**config.mk**
```make
export PLATFORM = sky130hd
export DESIGN_NAME = reset_sequencer_flat
export DESIGN_NICKNAME = d
export VERILOG_FILES = /design/src/rtl/reset_sequencer_if.sv /design/src/rtl/reset_sequencer.sv /design/src/flat_wrapper.sv
export SDC_FILE = /design/constraint.sdc
export NUM_CORES = 1
export LEC_CHECK = 0
export BUFFER_PORTS_ARGS = -buffer_cell sky130_fd_sc_hd__buf_2
export CAP_MARGIN = 20
export CORE_MARGIN = 10
export CORE_UTILIZATION = 40
export CTS_BUF_LIST = sky130_fd_sc_hd__clkbuf_8 sky130_fd_sc_hd__clkbuf_16
export CTS_CLUSTER_DIAMETER = 50
export DETAILED_ROUTE_END_ITERATION = 7
export PLACE_DENSITY = 0.68
export SLEW_MARGIN = 10
export SYNTH_ARGS = -nofsm -noshare
export SYNTH_HDL_FRONTEND = slang
export SYNTH_SLANG_ARGS = --single-unit
export TNS_END_PERCENT = 50
```
**constraint.sdc**
```tcl
create_clock -name clk_sys -period 1.7 [get_ports clk_sys]
set_clock_uncertainty 0.1 [all_clocks]
set_input_delay 0.34 -clock clk_sys [delete_from_list [all_inputs] [get_ports clk_sys]]
set_output_delay 0.34 -clock clk_sys [all_outputs]
set_load 0.05 [all_outputs]
```
**src/rtl/reset_sequencer_if.sv**
```systemverilog
// Signal bundle between the reset sequencer and the rest of the clock/reset fabric.
// The master drives lock, button and software request; the slave returns the domain resets and status.
interface reset_sequencer_if #(
  parameter int NUM_DOMAINS = 3
);
  // No valid/ready pairing here: sw_rst_req_i is a one-cycle pulse that is acted on
  // only while ready_o is high; lock and button are level signals resynchronized inside.
  logic                   pll_locked_i;
  logic                   ext_rst_ni;
  logic                   sw_rst_req_i;
  logic [NUM_DOMAINS-1:0] rst_domain_o;
  logic                   ready_o;
  logic [3:0]             rst_cause_o;

  modport master (
    output pll_locked_i, ext_rst_ni, sw_rst_req_i,
    input  rst_domain_o, ready_o, rst_cause_o
  );

  modport slave (
    input  pll_locked_i, ext_rst_ni, sw_rst_req_i,
    output rst_domain_o, ready_o, rst_cause_o
  );
endinterface

```
**src/rtl/reset_sequencer.sv**
```systemverilog
// Reset sequencer: synchronizes PLL lock, debounces the reset button, stretches reset
// after lock and releases the downstream domains in a staggered order, recording the cause.
module reset_sequencer #(
  parameter int SYNC_STAGES     = 2,
  parameter int DEBOUNCE_CYCLES = 1000,
  parameter int STRETCH_CYCLES  = 16,
  parameter int NUM_DOMAINS     = 3,
  parameter int STAGGER_CYCLES  = 8
) (
  input  logic               clk_sys,
  input  logic               rst_sys,
  reset_sequencer_if.slave   bus,
  output logic [2:0]         state_dbg
);
  localparam int DB_W = $clog2(DEBOUNCE_CYCLES + 1);
  localparam int ST_W = $clog2(STRETCH_CYCLES + 1);
  localparam int SG_W = $clog2(STAGGER_CYCLES + 1);
  localparam logic [NUM_DOMAINS-1:0] ALL_ONES  = {NUM_DOMAINS{1'b1}};
  localparam logic [NUM_DOMAINS-1:0] LAST_MASK = NUM_DOMAINS'(1) << (NUM_DOMAINS - 1);

  typedef enum logic [2:0] {
    S_RESET     = 3'd0,
    S_WAIT_LOCK = 3'd1,
    S_STRETCH   = 3'd2,
    S_RELEASE   = 3'd3,
    S_RUN       = 3'd4,
    S_ASSERT    = 3'd5
  } state_t;

  state_t                 state;
  logic [SYNC_STAGES-1:0] lock_sync;
  logic [SYNC_STAGES-1:0] btn_sync;
  logic                   btn_db;
  logic [DB_W-1:0]        db_cnt;
  logic [ST_W-1:0]        st_cnt;
  logic [SG_W-1:0]        sg_cnt;
  logic [NUM_DOMAINS-1:0] rst_domain;
  logic                   ready;
  logic [3:0]             rst_cause;

  logic lock_s;
  logic btn_s;
  logic press;

  assign lock_s    = lock_sync[SYNC_STAGES-1];
  assign btn_s     = btn_sync[SYNC_STAGES-1];
  assign press     = ~btn_db;
  assign state_dbg = state;

  assign bus.rst_domain_o = rst_domain;
  assign bus.ready_o      = ready;
  assign bus.rst_cause_o  = rst_cause;

  always_ff @(posedge clk_sys) begin
    if (rst_sys) begin
      lock_sync <= '0;
      btn_sync  <= '1;
    end else begin
      lock_sync <= {lock_sync[SYNC_STAGES-2:0], bus.pll_locked_i};
      btn_sync  <= {btn_sync[SYNC_STAGES-2:0], bus.ext_rst_ni};
    end
  end

  // The debounced level only flips after DEBOUNCE_CYCLES consecutive disagreeing samples.
  always_ff @(posedge clk_sys) begin
    if (rst_sys) begin
      btn_db <= 1'b1;
      db_cnt <= '0;
    end else if (btn_s == btn_db) begin
      db_cnt <= '0;
    end else if (db_cnt == DB_W'(DEBOUNCE_CYCLES - 1)) begin
      btn_db <= btn_s;
      db_cnt <= '0;
    end else begin
      db_cnt <= db_cnt + 1'b1;
    end
  end

  always_ff @(posedge clk_sys) begin
    if (rst_sys) begin
      state      <= S_RESET;
      st_cnt     <= '0;
      sg_cnt     <= '0;
      rst_domain <= ALL_ONES;
      ready      <= 1'b0;
      rst_cause  <= 4'b0001;
    end else begin
      case (state)
        S_RESET: state <= S_WAIT_LOCK;

        S_WAIT_LOCK: begin
          st_cnt <= '0;
          if (lock_s && !press) state <= S_STRETCH;
        end

        S_STRETCH: begin
          if (!lock_s || press) begin
            state  <= S_WAIT_LOCK;
            st_cnt <= '0;
          end else if (st_cnt == ST_W'(STRETCH_CYCLES - 1)) begin
            st_cnt     <= '0;
            sg_cnt     <= '0;
            rst_domain <= ALL_ONES << 1;
            if (NUM_DOMAINS == 1) begin
              state <= S_RUN;
              ready <= 1'b1;
            end else begin
              state <= S_RELEASE;
            end
          end else begin
            st_cnt <= st_cnt + 1'b1;
          end
        end

        // Domains drop one at a time from bit 0 upward; the shift keeps the order fixed.
        S_RELEASE: begin
          if (!lock_s || press) begin
            state      <= S_ASSERT;
            sg_cnt     <= '0;
            rst_domain <= ALL_ONES;
            ready      <= 1'b0;
            rst_cause  <= {1'b0, press, !lock_s, 1'b0};
          end else if (sg_cnt == SG_W'(STAGGER_CYCLES - 1)) begin
            sg_cnt     <= '0;
            rst_domain <= rst_domain << 1;
            if (rst_domain == LAST_MASK) begin
              state <= S_RUN;
              ready <= 1'b1;
            end
          end else begin
            sg_cnt <= sg_cnt + 1'b1;
          end
        end

        S_RUN: begin
          if (!lock_s || press || bus.sw_rst_req_i) begin
            state      <= S_ASSERT;
            rst_domain <= ALL_ONES;
            ready      <= 1'b0;
            rst_cause  <= {bus.sw_rst_req_i, press, !lock_s, 1'b0};
          end
        end

        S_ASSERT: state <= S_WAIT_LOCK;

        default: begin
          state      <= S_RESET;
          rst_domain <= ALL_ONES;
          ready      <= 1'b0;
        end
      endcase
    end
  end
endmodule

```
**src/flat_wrapper.sv**
```systemverilog
// flat-port wrapper written by rule: the top's interface ports become plain ports
module reset_sequencer_flat 
#(
  parameter int SYNC_STAGES     = 2,
  parameter int DEBOUNCE_CYCLES = 1000,
  parameter int STRETCH_CYCLES  = 16,
  parameter int NUM_DOMAINS     = 3,
  parameter int STAGGER_CYCLES  = 8
)
  (clk_sys, rst_sys, state_dbg, bus_pll_locked_i, bus_ext_rst_ni, bus_sw_rst_req_i, bus_rst_domain_o, bus_ready_o, bus_rst_cause_o);
  reset_sequencer_if #(.NUM_DOMAINS(NUM_DOMAINS)) bus_i ();
  input  logic clk_sys;
  input  logic rst_sys;
  output logic [2:0] state_dbg;
  input wire logic [$bits(bus_i.pll_locked_i)-1:0] bus_pll_locked_i;
  input wire logic [$bits(bus_i.ext_rst_ni)-1:0] bus_ext_rst_ni;
  input wire logic [$bits(bus_i.sw_rst_req_i)-1:0] bus_sw_rst_req_i;
  output wire logic [$bits(bus_i.rst_domain_o)-1:0] bus_rst_domain_o;
  output wire logic [$bits(bus_i.ready_o)-1:0] bus_ready_o;
  output wire logic [$bits(bus_i.rst_cause_o)-1:0] bus_rst_cause_o;
  assign bus_i.pll_locked_i = bus_pll_locked_i;
  assign bus_i.ext_rst_ni = bus_ext_rst_ni;
  assign bus_i.sw_rst_req_i = bus_sw_rst_req_i;
  assign bus_rst_domain_o = bus_i.rst_domain_o;
  assign bus_ready_o = bus_i.ready_o;
  assign bus_rst_cause_o = bus_i.rst_cause_o;
  reset_sequencer #(.SYNC_STAGES(SYNC_STAGES), .DEBOUNCE_CYCLES(DEBOUNCE_CYCLES), .STRETCH_CYCLES(STRETCH_CYCLES), .NUM_DOMAINS(NUM_DOMAINS), .STAGGER_CYCLES(STAGGER_CYCLES)) u_core (.clk_sys(clk_sys), .rst_sys(rst_sys), .bus(bus_i), .state_dbg(state_dbg));
endmodule
```
## Word level (Yosys, flattened, before mapping)

Cells that the tools add are included.

| word-level totals | value |
|---|---|
| flip-flop bits (word level) | 35 |
| bits in latches | 0 |
| memory bits (writable) | 0 |
| bits in read-only memories | 0 |
| input port bits | 5 |
| output and inout bits | 11 |
| word-level logic and storage cells | 83 |
| memories | 0 |

| operators by class | value |
|---|---|
| add/subtract/negate cells | 3 |
| $mul | 0 |
| divide/modulo/power cells | 0 |
| $lt $le $gt $ge | 0 |
| equality and inequality tests | 18 |
| shifts and indexed selects | 0 |
| multiplexer cells | 30 |
| bitwise operators | 4 |
| reductions and logical operators | 18 |

Operators by type and width:

| operator | number |
|---|---|
| $mux 3 | 12 |
| $mux 4 | 6 |
| $pmux 4 s2 | 2 |
| $pmux 3 s5 | 1 |
| $pmux 3 s4 | 1 |
| $add 10x1->10 const B | 1 |
| $eq 10x10->1 const B | 1 |
| $mux 5 | 2 |
| $pmux 5 s2 | 1 |
| $reduce_and 5->1 | 2 |
| $eq 3x3->1 const B | 3 |
| $ne 3x1->1 const B | 3 |
| $ne 2x1->1 const B | 4 |
| $eq 3x2->1 const B | 2 |
| $reduce_and 3->1 | 2 |
| $reduce_bool 2->1 | 3 |
| $reduce_or 3->1 | 2 |
| $add 5x1->5 const B | 1 |
| $eq 5x4->1 const B | 1 |
| $add 4x1->4 const B | 1 |
| $eq 4x3->1 const B | 1 |
| $mux 1 | 4 |
| $not 1->1 | 4 |
| $reduce_and 4->1 | 1 |
| 11 further kinds | 12 |

## Depth between registers and ports, before layout

Gate-level depths: netlist of the first run.

| depth | value |
|---|---|
| depth in word-level cells | 5 |
| mapped depth | 5 |
| gate-level depth less buffers | 5 |

## Worst setup path after synthesis of the first run

OpenSTA, ideal clock, no wires.

| path | value |
|---|---|
| path type | reg-to-reg |
| from | register u_core.state[2], in the netlist u_core.state_dbg[2] |
| to | register u_core.rst_cause[2], in the netlist u_core.bus.rst_cause_o[2] |
| library setup time | 127 ps |
| arrival | 1657 ps |
| data required time | 1473 ps |
| path slack | -185 ps |
| cell stages (with the launch flop) | 6 |
| buffers on the path | 1 |
| period minus slack after synthesis | 1885 ps |
| path through | dfxtp_1 -> buf_6 -> or3b_4 -> o32ai_4 -> mux2i_1 -> nor2_1 |

| on the way | value |
|---|---|
| cells in the longest elaborated chain, start to end | 3 |
| elaborated cells on any way between the ends | 7 |
| those cells by class | 4 x eq/ne; 1 x mux; 2 x reduce/logical |

RTL lines:

| what | line | text |
|---|---|---|
| start: declaration | reset_sequencer.sv:30 | `state_t state;` |
| start signal: assignment | reset_sequencer.sv:81 | `state <= S_RESET;` |
| start signal: assignment | reset_sequencer.sv:89 | `S_RESET: state <= S_WAIT_LOCK;` |
| start signal: assignment | reset_sequencer.sv:93 | `if (lock_s && !press) state <= S_STRETCH;` |
| $eq 3x3->1 / $eq 3x2->1 (equally long branches) | reset_sequencer.sv:88 | `case (state)` |
| $ne 2x1->1 (no line) / $reduce_bool 2->1 (equally long branches) | n/a |  |
| $reduce_and 3->1 (no line) | n/a |  |
| end signal: assignment | reset_sequencer.sv:122 | `rst_cause <= {1'b0, press, !lock_s, 1'b0};` |
| end signal: assignment | reset_sequencer.sv:140 | `rst_cause <= {bus.sw_rst_req_i, press, !lock_s, 1'b0};` |
| end: declaration | reset_sequencer.sv:39 | `logic [3:0] rst_cause;` |

Parallel ways exist; a longest one is shown, timed or not.
A chain may end at the register's enable or synchronous reset.

## Final worst setup path of the first run

| path | value |
|---|---|
| from | register u_core.sg_cnt[1] |
| to | register u_core.state[1], in the netlist u_core.state_dbg[1] |

| on the way | value |
|---|---|
| cells in the longest elaborated chain, start to end | 3 |

RTL lines:

| what | line | text |
|---|---|---|
| start: declaration | reset_sequencer.sv:36 | `logic [SG_W-1:0] sg_cnt;` |
| start signal: assignment | reset_sequencer.sv:131 | `sg_cnt <= sg_cnt + 1'b1;` |
| $eq 4x3->1 | reset_sequencer.sv:123 | `end else if (sg_cnt == SG_W'(STAGGER_CYCLES - 1)) begin` |
| $ne 3x1->1 (no line) | n/a |  |
| $reduce_and 5->1 (no line) | n/a |  |
| end signal: assignment | reset_sequencer.sv:118 | `state <= S_ASSERT;` |
| end signal: assignment | reset_sequencer.sv:127 | `state <= S_RUN;` |
| end signal: assignment | reset_sequencer.sv:137 | `state <= S_ASSERT;` |

No other way between the ends.

==> impl_metrics.ini, run 1 <==
[finish]
drive_gt1_share_pct = 30.56
stdcell_count = 266
nets = 223
num_antenna_cells = 0
finalInstanceArea_um2 = 2043
fin_util_pct = 50.71
syn_to_final_growth_pct = 22.51

[die]
io-pin-count = 16
initial_core_util_pct = 41.40
die_area_um2 = 7152
core-area_um2 = 4029
rows = 23
die-height_um = 84.57
die_w_um = 84.57

[hold_path]
min-delay-path-class = in -> reg
worstHoldStart = bus_ext_rst_ni

[drt]
drt_wl_total_um = 3740
viasPerCell = 5.218
wire_per_inst_um = 14.06
num_vias = 1388
drt-initial-drc-count = 90
drc = 0
final_antenna_net_count = 0
drt_first_pass_iters = 4

[worst_setup_path]
crit_buf_inv = 0
reg2reg_from = u_core.sg_cnt[1]$_SDFFE_PP0P_
worst_setup_path_start_kind = flop
worstSetupPathType = reg -> reg
arrival_ns = 1.74
setup.worst_path.start = u_core.sg_cnt[1]$_SDFFE_PP0P_
crit_chain = ha_2 -> nand3b_1 -> nor4b_4 -> a211oi_1 -> o21a_1
r2r_slack_ns = 0.04
worst_ep_required_time_ns = 1.78
crit_path_end_kind = flop
cpPeakStageDelay_ns = 0.37
critPathSlowestCell = nor4b_4
cp_top_family = simple AND/OR/NAND/NOR gates
crit_fanout = 4

[global_routing]
busiest_layer = met2
grt_pass1_wl_um = 6230
met2_usage_pct = 16.54
grt_usage_pct = 10.42
use_met1_pct = 12.30
grt_start_max_net_pins = 18
grtUsageMet3_pct = 3.382
antenna_found_initial = 0
grt_pass1_vias = 1337
grt-ovfl-total = 0

[synthesis]
synth_warnings = 0
yosysTopAreaCell = dfxtp_1
ys_ff_latch = 35
synthTopCellsByArea = dfxtp_1 42%, nor2_1 6.1%, a21oi_1 4.2%
yosysUniqueCellTypes = 51
yosysMostFrequentCell = dfxtp_1
postSynthCellCount = 183
synth_commonest_cells = 35 x dfxtp_1, 27 x nor2_1, 14 x a21oi_1
synthesis.area_um2 = 1668
ys.flop_type = dfxtp_1
postSynthAreaPerCell_um2 = 9.114
synthArstFlopShare_pct = 0
synth_edf_count = 0
seq_area_frac_synth_pct = 42.01
syn-num-nets = 191
synth.top_cell.area_share_pct = 42.01

[clock_network]
cts_made_buffers = 5
h-tree-depth = 2
clock_sink_count = 35
hold_buffers = 0
cts_buffer_depth = 2
clock_latency_ns = 0.30
cts_tree = yes
cts.clk_slew.worst_paths_ns = 0.07
cts_root_buffer = clkbuf_8

[job]
drv_cap = 0

[placed_design]
io_buffers = 15
place_congestion = 0.8260
place_area_um2 = 1884
hpwl_um = 2657
dp.cells = 256

[pwr]
seqPwrFrac_pct = 53.2
peakVddDrop_mv = 0.6639
comb_power_share_pct = 5.4
powerDensity_nw_per_um2 = 774.0
finalPower_mw = 1.582
p_int_mw = 1.191
p_sw_uw = 390.1
p_clk_share_pct = 41.4
p_leak_nw = 0.8255
swShare_pct = 24.66

[sta]
fin_tns_setup_ns = 0
fin_crit_ns = 1.660
fmax_mhz = 602.5
slew_viol_final = 0
hold_viol_final = 0
slew_headroom_pct = 73.44
finalCritPeriodShare_pct = 97.63
finalSetupViolations = 0
worst_pin_slew_ns = 0.3976
rsz0062_at_grt = yes

[run_status]
run_status = complete, no violations
metal layers:
layer  part of all wire, %  wire length (um)  up-vias
li1                      -                 -      712
met1                    46              1729      652
met2                    49              1820       17
met3                   3.4               129        7
met4                   1.6                59        0
met5                     0                 0        -
power groups by stage:
| stage | Clock, mW | Sequential (mW) | Combinational, mW |
|---|---|---|---|
| CTS | 0.668 | 0.840 | 0.0829 |
| finish | 0.654 | 0.841 | 0.0860 |
| global placement | 0 | 0.859 | 0.0819 |
| detailed placement | 0 | 0.859 | 0.0823 |
| global route | 0.699 | 0.843 | 0.0945 |
| floorplan | 0 | 0.863 | 0.0542 |
cells by family (layout without fill, tap and decap cells):
group           Yosys count  after routing  share of synthesized area (%)
compound gates           34             34                          15.60
flops                    35             35                          42.01
buf+inv                  13             46                          3.600
simple gates             84             84                          28.81
mux                       5              5                          3.001
xor+xnor                  9              9                          4.726
fa+ha+maj                 3              3                          2.251
registers in the layout, indices dropped and copies added (netlist names):
signal                   cells
u_core.st_cnt                5
u_core.sg_cnt                4
u_core.btn_db                1
u_core.state_dbg             3
u_core.lock_sync             2
u_core.bus.ready_o           1
u_core.btn_sync              2
u_core.bus.rst_domain_o      3
u_core.db_cnt               10
u_core.bus.rst_cause_o       4
final timing paths:
| path | to | cells past startpoint |
|---|---|---|
| max | u_core.state_dbg[1]$_SDFFE_PP0P_ | 5 |
| min | u_core.btn_sync[0]$_SDFF_PP1_ | 2 |
| max reg2reg | u_core.state_dbg[1]$_SDFFE_PP0P_ | 5 |
| min reg2reg | u_core.btn_sync[1]$_SDFF_PP1_ | 1 |
through the flow:
step / setup slack (ns) / hold slack [ns]
after floorplan: -0.0005841 / 0.2895
after global placement: 0.07452 / 0.2913
after detailed placement: 0.03308 / 0.2979
after CTS: 0.01094 / 0.1209
after global routing: -0.03965 / 0.1377
final: 0.04030 / 0.1278
what timing repair did:
action	in CTS	in global routing
endpoints found under the setup margin	0	14
setup buffers	0	2
resized for setup	0	12
layout make-up:
type,instances,area [um2]
clock inverter,2,16.27
tap,50,62.56
multi-input combinational,135,947.2
sequential,35,709.4
timing repair buffer,32,202.7
inverter,6,22.52
clock buffer,6,82.58
fill,380,1986
cells in the final DEF, fill, tap and decap left out, drive strengths merged, types with 2 or more instances in the layout:
| cell | count |
|---|---|
| mux2i | 5 |
| xor2 | 3 |
| nand3 | 9 |
| nand2 | 9 |
| ha | 3 |
| nor3 | 9 |
| nor2 | 27 |
| inv | 6 |
| nor4b | 2 |
| and3 | 4 |
| a21o | 2 |
| nand2b | 3 |
| or2 | 3 |
| nand3b | 3 |
| buf | 32 |
| a211o | 2 |
| clkbuf | 6 |
| xnor2 | 6 |
| nor3b | 2 |
| a21oi | 14 |
| a211oi | 3 |
| and3b | 2 |
| o21a | 2 |
| nor2b | 2 |
| dfxtp | 35 |
Note: power is estimated with default switching activity, not from simulation.
==> run 2: changes to the inputs <==
Settings changed: ABC_AREA set to 1.
==> run 2 against run 1 <==
Effect of this change:
- fmax rose by 9.2%
- synthesized cell count increased by 26%
- largest power group is now combinational cells
- via count up 4.8%
- critical endpoint is now state_dbg[2]
- area after synthesis decreased by 1.1%
- die area shrank 0.85%
- critical path type is now reg -> out
- utilization fell by 3.0 points
- largest cell class unchanged
==> impl_metrics.ini, run 2 <==
[pwr]
p_leak_nw = 0.7953
powerDensity_nw_per_um2 = 1620
peakVddDrop_mv = 0.4790

[clock_network]
cts_buffer_depth = 2
cts.clk_slew.worst_paths_ns = 0.07
cts_made_buffers = 5
hold_buffers = 0
cts_tree = yes
clock_latency_ns = 0.28
cts_root_buffer = clkbuf_8
h-tree-depth = 2
clock_sink_count = 35

[global_routing]
busiest_layer = met2
antenna_found_initial = 0
grtUsageMet3_pct = 4.058
met2_usage_pct = 16.94
grt-ovfl-total = 0
use_met1_pct = 11.64
grt_start_max_net_pins = 14
grt_usage_pct = 10.40
grt_pass1_vias = 1470
grt_pass1_wl_um = 6334

[hold_path]
hold_end = u_core.btn_sync[0]$_SDFF_PP1_
hold_depth = 2
worstHoldStart = bus_ext_rst_ni
min-delay-path-class = in -> reg

[finish]
regMostFlops = u_core.db_cnt
syn_to_final_growth_pct = 15.71
largest_reg_flops = 10
top_regs = u_core.db_cnt (10), u_core.st_cnt (5)
drive_gt1_share_pct = 16.93
nFillCells = 420
fin_util_pct = 47.70
final_common_cell = nand2_1
nets = 262
layout_common_cells = 51 x nand2_1, 42 x nor2_1, 34 x dfxtp_1, 24 x inv_1, 18 x nand3_1
num_antenna_cells = 0

[synthesis]
synth_warnings = 0
ys.flop_type = dfxtp_1
synthArstFlopShare_pct = 0
yosysUniqueCellTypes = 25
synth_edf_count = 0
ys_ff_latch = 35
synthesis.area_um2 = 1649
yosysMostFrequentCell = nand2_1
seq_area_frac_synth_pct = 42.49
yosysTopAreaCell = dfxtp_1
syn-num-nets = 239
synth.top_cell.area_share_pct = 42.49
synthTopCellsByArea = dfxtp_1 42%, nand2_1 12%, nor2_1 9.6%
postSynthAreaPerCell_um2 = 7.139
postSynthCellCount = 231
synth_commonest_cells = 51 x nand2_1, 42 x nor2_1, 35 x dfxtp_1

[worst_setup_path]
r2r-end = u_core.bus.rst_cause_o[1]$_SDFFE_PP0P_
worstSetupPathType = reg -> out
cp_top_family = flip-flops
r2r_slack_ns = 0.22
worst_setup_path_start_kind = flop
worst_ep_required_time_ns = 1.26
critPathSlowestCell = dfxtp_1
cpPeakStageDelay_ns = 0.47
crit_buf_inv = 1
arrival_ns = 1.08
reg2reg_from = u_core.state_dbg[1]$_SDFFE_PP0P_
crit_chain = buf_2
setup.worst_path.start = u_core.state_dbg[2]$_SDFFE_PP0P_
rr_worst_depth = 7
crit_fanout = 6
crit_path_end_kind = output port

[sta]
fin_tns_setup_ns = 0
slew_viol_final = 0
rsz0062_at_grt = no
hold_viol_final = 0
worst_pin_slew_ns = 0.3196
slew_headroom_pct = 78.61
finalSetupViolations = 0
finalCritPeriodShare_pct = 89.41
fin_crit_ns = 1.520
fmax_mhz = 657.9
worst_slack_ns = 0.1800

[job]
drv_cap = 0

[die]
die_w_um = 84.21
core-area_um2 = 4000
rows = 23
die-height_um = 84.21
initial_core_util_pct = 41.23
io-pin-count = 16
die_area_um2 = 7091

[placed_design]
hpwl_um = 2615
post-place-ws_ns = 0.1565
io_buffers = 15
place_congestion = 0.8784

[drt]
drt-initial-drc-count = 81
drt_wl_total_um = 3385
drt_first_pass_iters = 4
final_antenna_net_count = 0
wire_per_inst_um = 11.13
num_vias = 1454
viasPerCell = 4.783
drc = 0

[run_status]
run_status = complete, no violations
[run 2: final cells by class]
cell class                 count  area, um2  share of cell area (%)
clock inverter                 2      37.54                   1.967
timing repair buffer          18      97.59                   5.115
tap                           50      62.56                   3.279
multi-input combinational    169      845.8                   44.33
inverter                      25      93.84                   4.918
sequential                    35      701.9                   36.79
clock buffer                   5      68.82                   3.607
[run 2: where the power goes]
group          total, mW  switching (mW)  internal (mW)
combinational       1.26           0.917          0.347
sequential          1.10           0.145          0.959
clock              0.722           0.293          0.428
total               3.09            1.36           1.74
[run 2: worst max-delay path by stage]
stage / to / slack, ns / cells past startpoint
after floorplan: u_core.state_dbg[2]$_SDFFE_PP0P_ / 0.02 / 7
after global placement: u_core.bus.rst_cause_o[1]$_SDFFE_PP0P_ / 0.17 / 7
after detailed placement: u_core.bus.rst_cause_o[2]$_SDFFE_PP0P_ / 0.16 / 7
after CTS: state_dbg[0] / 0.10 / 1
after global routing: u_core.bus.rst_cause_o[1]$_SDFFE_PP0P_ / 0.06 / 7
final: state_dbg[2] / 0.18 / 1
[run 2: kinds of logic after synthesis]
| family | count (synthesis) | synth area share (%) |
|---|---|---|
| simple gates | 139 | 39.23 |
| flops | 35 | 42.49 |
| buf+inv | 27 | 6.221 |
| compound gates | 22 | 7.132 |
| xor+xnor | 5 | 2.655 |
| fa+ha+maj | 3 | 2.276 |
[run 2: what timing repair did]
action | in CTS | in global routing
buffers inserted | 0 | 0
endpoints found under the hold margin | 0 | 0
setup endpoints to repair | 0 | 1
resized for setup | 0 | 1
[run 2: stage by stage]
stage / hold WS, ns / instances / instance area, um2 / total power [mW]
3_5_place_dp: 0.2928 / 297 / 1800 / 2.391
5_1_grt: 0.1280 / 304 / 1908 / 3.325
4_1_cts: 0.1326 / 304 / 1907 / 3.117
2_1_floorplan: 0.2883 / 231 / 1649 / 2.112
3_3_place_gp: 0.2936 / 297 / 1800 / 2.390
6_report: 0.1366 / 304 / 1908 / 3.091
[run 2: routing by layer]
| metal | vias to the layer above | wire (um) |
|---|---|---|
| li1 | 782 | - |
| met1 | 640 | 1569 |
| met2 | 25 | 1565 |
| met3 | 7 | 200 |
| met4 | 0 | 51 |
| met5 | - | 0 |
==> run 3: changes to the inputs <==
--- a/config.mk
+++ b/config.mk
@@ -14,5 +14,5 @@
 export CTS_CLUSTER_DIAMETER = 50
 export DETAILED_ROUTE_END_ITERATION = 7
-export PLACE_DENSITY = 0.68
+export PLACE_DENSITY = 0.54
 export SLEW_MARGIN = 10
 export SYNTH_ARGS = -nofsm -noshare
==> constraint.sdc (replaced) <==
create_clock -name clk_sys -period 1.7 [get_ports clk_sys]
set_clock_uncertainty 0.1 [all_clocks]
set_input_delay 0.255 -clock clk_sys [delete_from_list [all_inputs] [get_ports clk_sys]]
set_output_delay 0.255 -clock clk_sys [all_outputs]
set_load 0.05 [all_outputs]
==> run 3 against run 2 <==
Effect of this change:
- critical path depth up 6
- die area unchanged
- cell area down 1.4%
- register-to-register slack about the same
- combinational power about the same
- worst setup slack better by 0.029 ns
- clock power down 16%
- routed wire length down 0.53%
- hold slack worse by 0.084 ns
- largest cell class unchanged
==> impl_metrics.ini, run 3 (synthesized netlist as in run 2, its figures left out) <==
[run_status]
run_status = complete, no violations

[finish]
stdcell_count = 303
drive_gt1_share_pct = 16.60
nFillCells = 425
syn_to_final_growth_pct = 14.11
num_antenna_cells = 0
final_common_cell = nand2_1
finalInstanceArea_um2 = 1882
layout_common_cells = 51 x nand2_1, 42 x nor2_1, 34 x dfxtp_1, 24 x inv_1, 18 x nand3_1
regMostFlops = u_core.db_cnt
largest_reg_flops = 10
nets = 261
top_regs = u_core.db_cnt (10), u_core.st_cnt (5)

[die]
initial_core_util_pct = 41.23
die-height_um = 84.21
io-pin-count = 16
core-area_um2 = 4000
rows = 23
die_area_um2 = 7091
die_w_um = 84.21

[clock_network]
h-tree-depth = 2
cts.clk_slew.worst_paths_ns = 0.07
clock_sink_count = 35
cts_buffer_depth = 2
post_cts_buffers = 0
cts_root_buffer = clkbuf_8
cts_tree = yes
cts_made_buffers = 5
clock_latency_ns = 0.29

[worst_setup_path]
crit_path_end_kind = flop
worst_ep_required_time_ns = 1.78
arrival_ns = 1.57
r2r_slack_ns = 0.21
crit_fanout = 6
worst_setup_path_start_kind = flop
worstSetupPathType = reg -> reg

[sta]
fin_tns_setup_ns = 0
fmax_mhz = 670.9
fin_crit_ns = 1.491
slew_viol_final = 0
rsz0062_at_grt = no
finalSetupViolations = 0
finalCritPeriodShare_pct = 87.68
worst_slack_ns = 0.2095
hold_viol_final = 0
slew_headroom_pct = 78.41
worst_pin_slew_ns = 0.3227

[placed_design]
place_area_um2 = 1793
hpwl_um = 2581
place_congestion = 0.8084
dp.cells = 296
io_buffers = 15
post-place-ws_ns = 0.1889

[drt]
viasPerCell = 4.683
drt-initial-drc-count = 120
drc = 0
wire_per_inst_um = 11.11
drt_first_pass_iters = 4
num_vias = 1419
final_antenna_net_count = 0
drt_wl_total_um = 3367

[global_routing]
grt_pass1_wl_um = 6099
grt_usage_pct = 10.22
grt_pass1_vias = 1313
grt_start_max_net_pins = 13
antenna_found_initial = 0
grt-ovfl-total = 0

[pwr]
peakVddDrop_mv = 0.6647
p_leak_nw = 0.7880
powerDensity_nw_per_um2 = 1582

[job]
drv_cap = 0

[hold_path]
min-delay-path-class = in -> reg
## run 3: per-stage QoR
stage | hold WS [ns] | power (mW) | utilization (%)
floorplan | 0.2588 | 2.112 | -
global placement | 0.2946 | 2.409 | 44.82
detailed placement | 0.2973 | 2.395 | 44.82
CTS | 0.03667 | 3.021 | 47.01
global route | 0.04434 | 3.227 | 47.04
finish | 0.05209 | 2.978 | 47.04
## run 3: report_power, final
group          switching, mW  internal [mW]  total (mW)
registers              0.138          0.959        1.10
clock network          0.288          0.318       0.605
logic                  0.928          0.347        1.28
total                   1.35           1.62        2.98
## run 3: repair_timing
item                                    CTS  global route
hold buffers                              0             0
endpoints found under the setup margin    0             2
resized for setup                         0             1
## run 3: final timing paths
| path | end | startpoint | cells past startpoint |
|---|---|---|---|
| min | u_core.btn_sync[0]$_SDFF_PP1_ | bus_ext_rst_ni | 2 |
| max | u_core.bus.rst_domain_o[1]$_SDFFE_PP1P_ | u_core.btn_db$_SDFFE_PP1P_ | 7 |
| max reg2reg | u_core.bus.rst_domain_o[1]$_SDFFE_PP1P_ | u_core.btn_db$_SDFFE_PP1P_ | 7 |
| min reg2reg | u_core.lock_sync[1]$_SDFF_PP0_ | u_core.lock_sync[0]$_SDFF_PP0_ | 2 |
## run 3: layer usage
metal	track usage, %	vias up	part of all wire [%]
li1	-	781	-
met1	13.34	611	51
met2	14.25	23	43
met3	4.155	4	4.6
met4	4.566	0	1.1
met5	0	-	0
## run 3: area by class of cell
type / count / area, um2 / area share, %
flip-flops and latches: 35 / 701.9 / 37.30
multi-input cells: 169 / 845.8 / 44.95
clock buffers: 6 / 82.58 / 4.388
repair buffers: 17 / 90.09 / 4.787
well taps: 50 / 62.56 / 3.324
inverters: 25 / 93.84 / 4.987
clock inverters: 1 / 5.005 / 0.2660
## run 3: worst max-delay path, stage by stage, from the launching register on
cell     delay, ns
dfxtp_1       0.44
nand2_2       0.13
inv_1         0.20
nand3_1       0.12
nand2_2       0.12
nand3_1       0.14
nand2_1       0.09
nand3_1       0.05
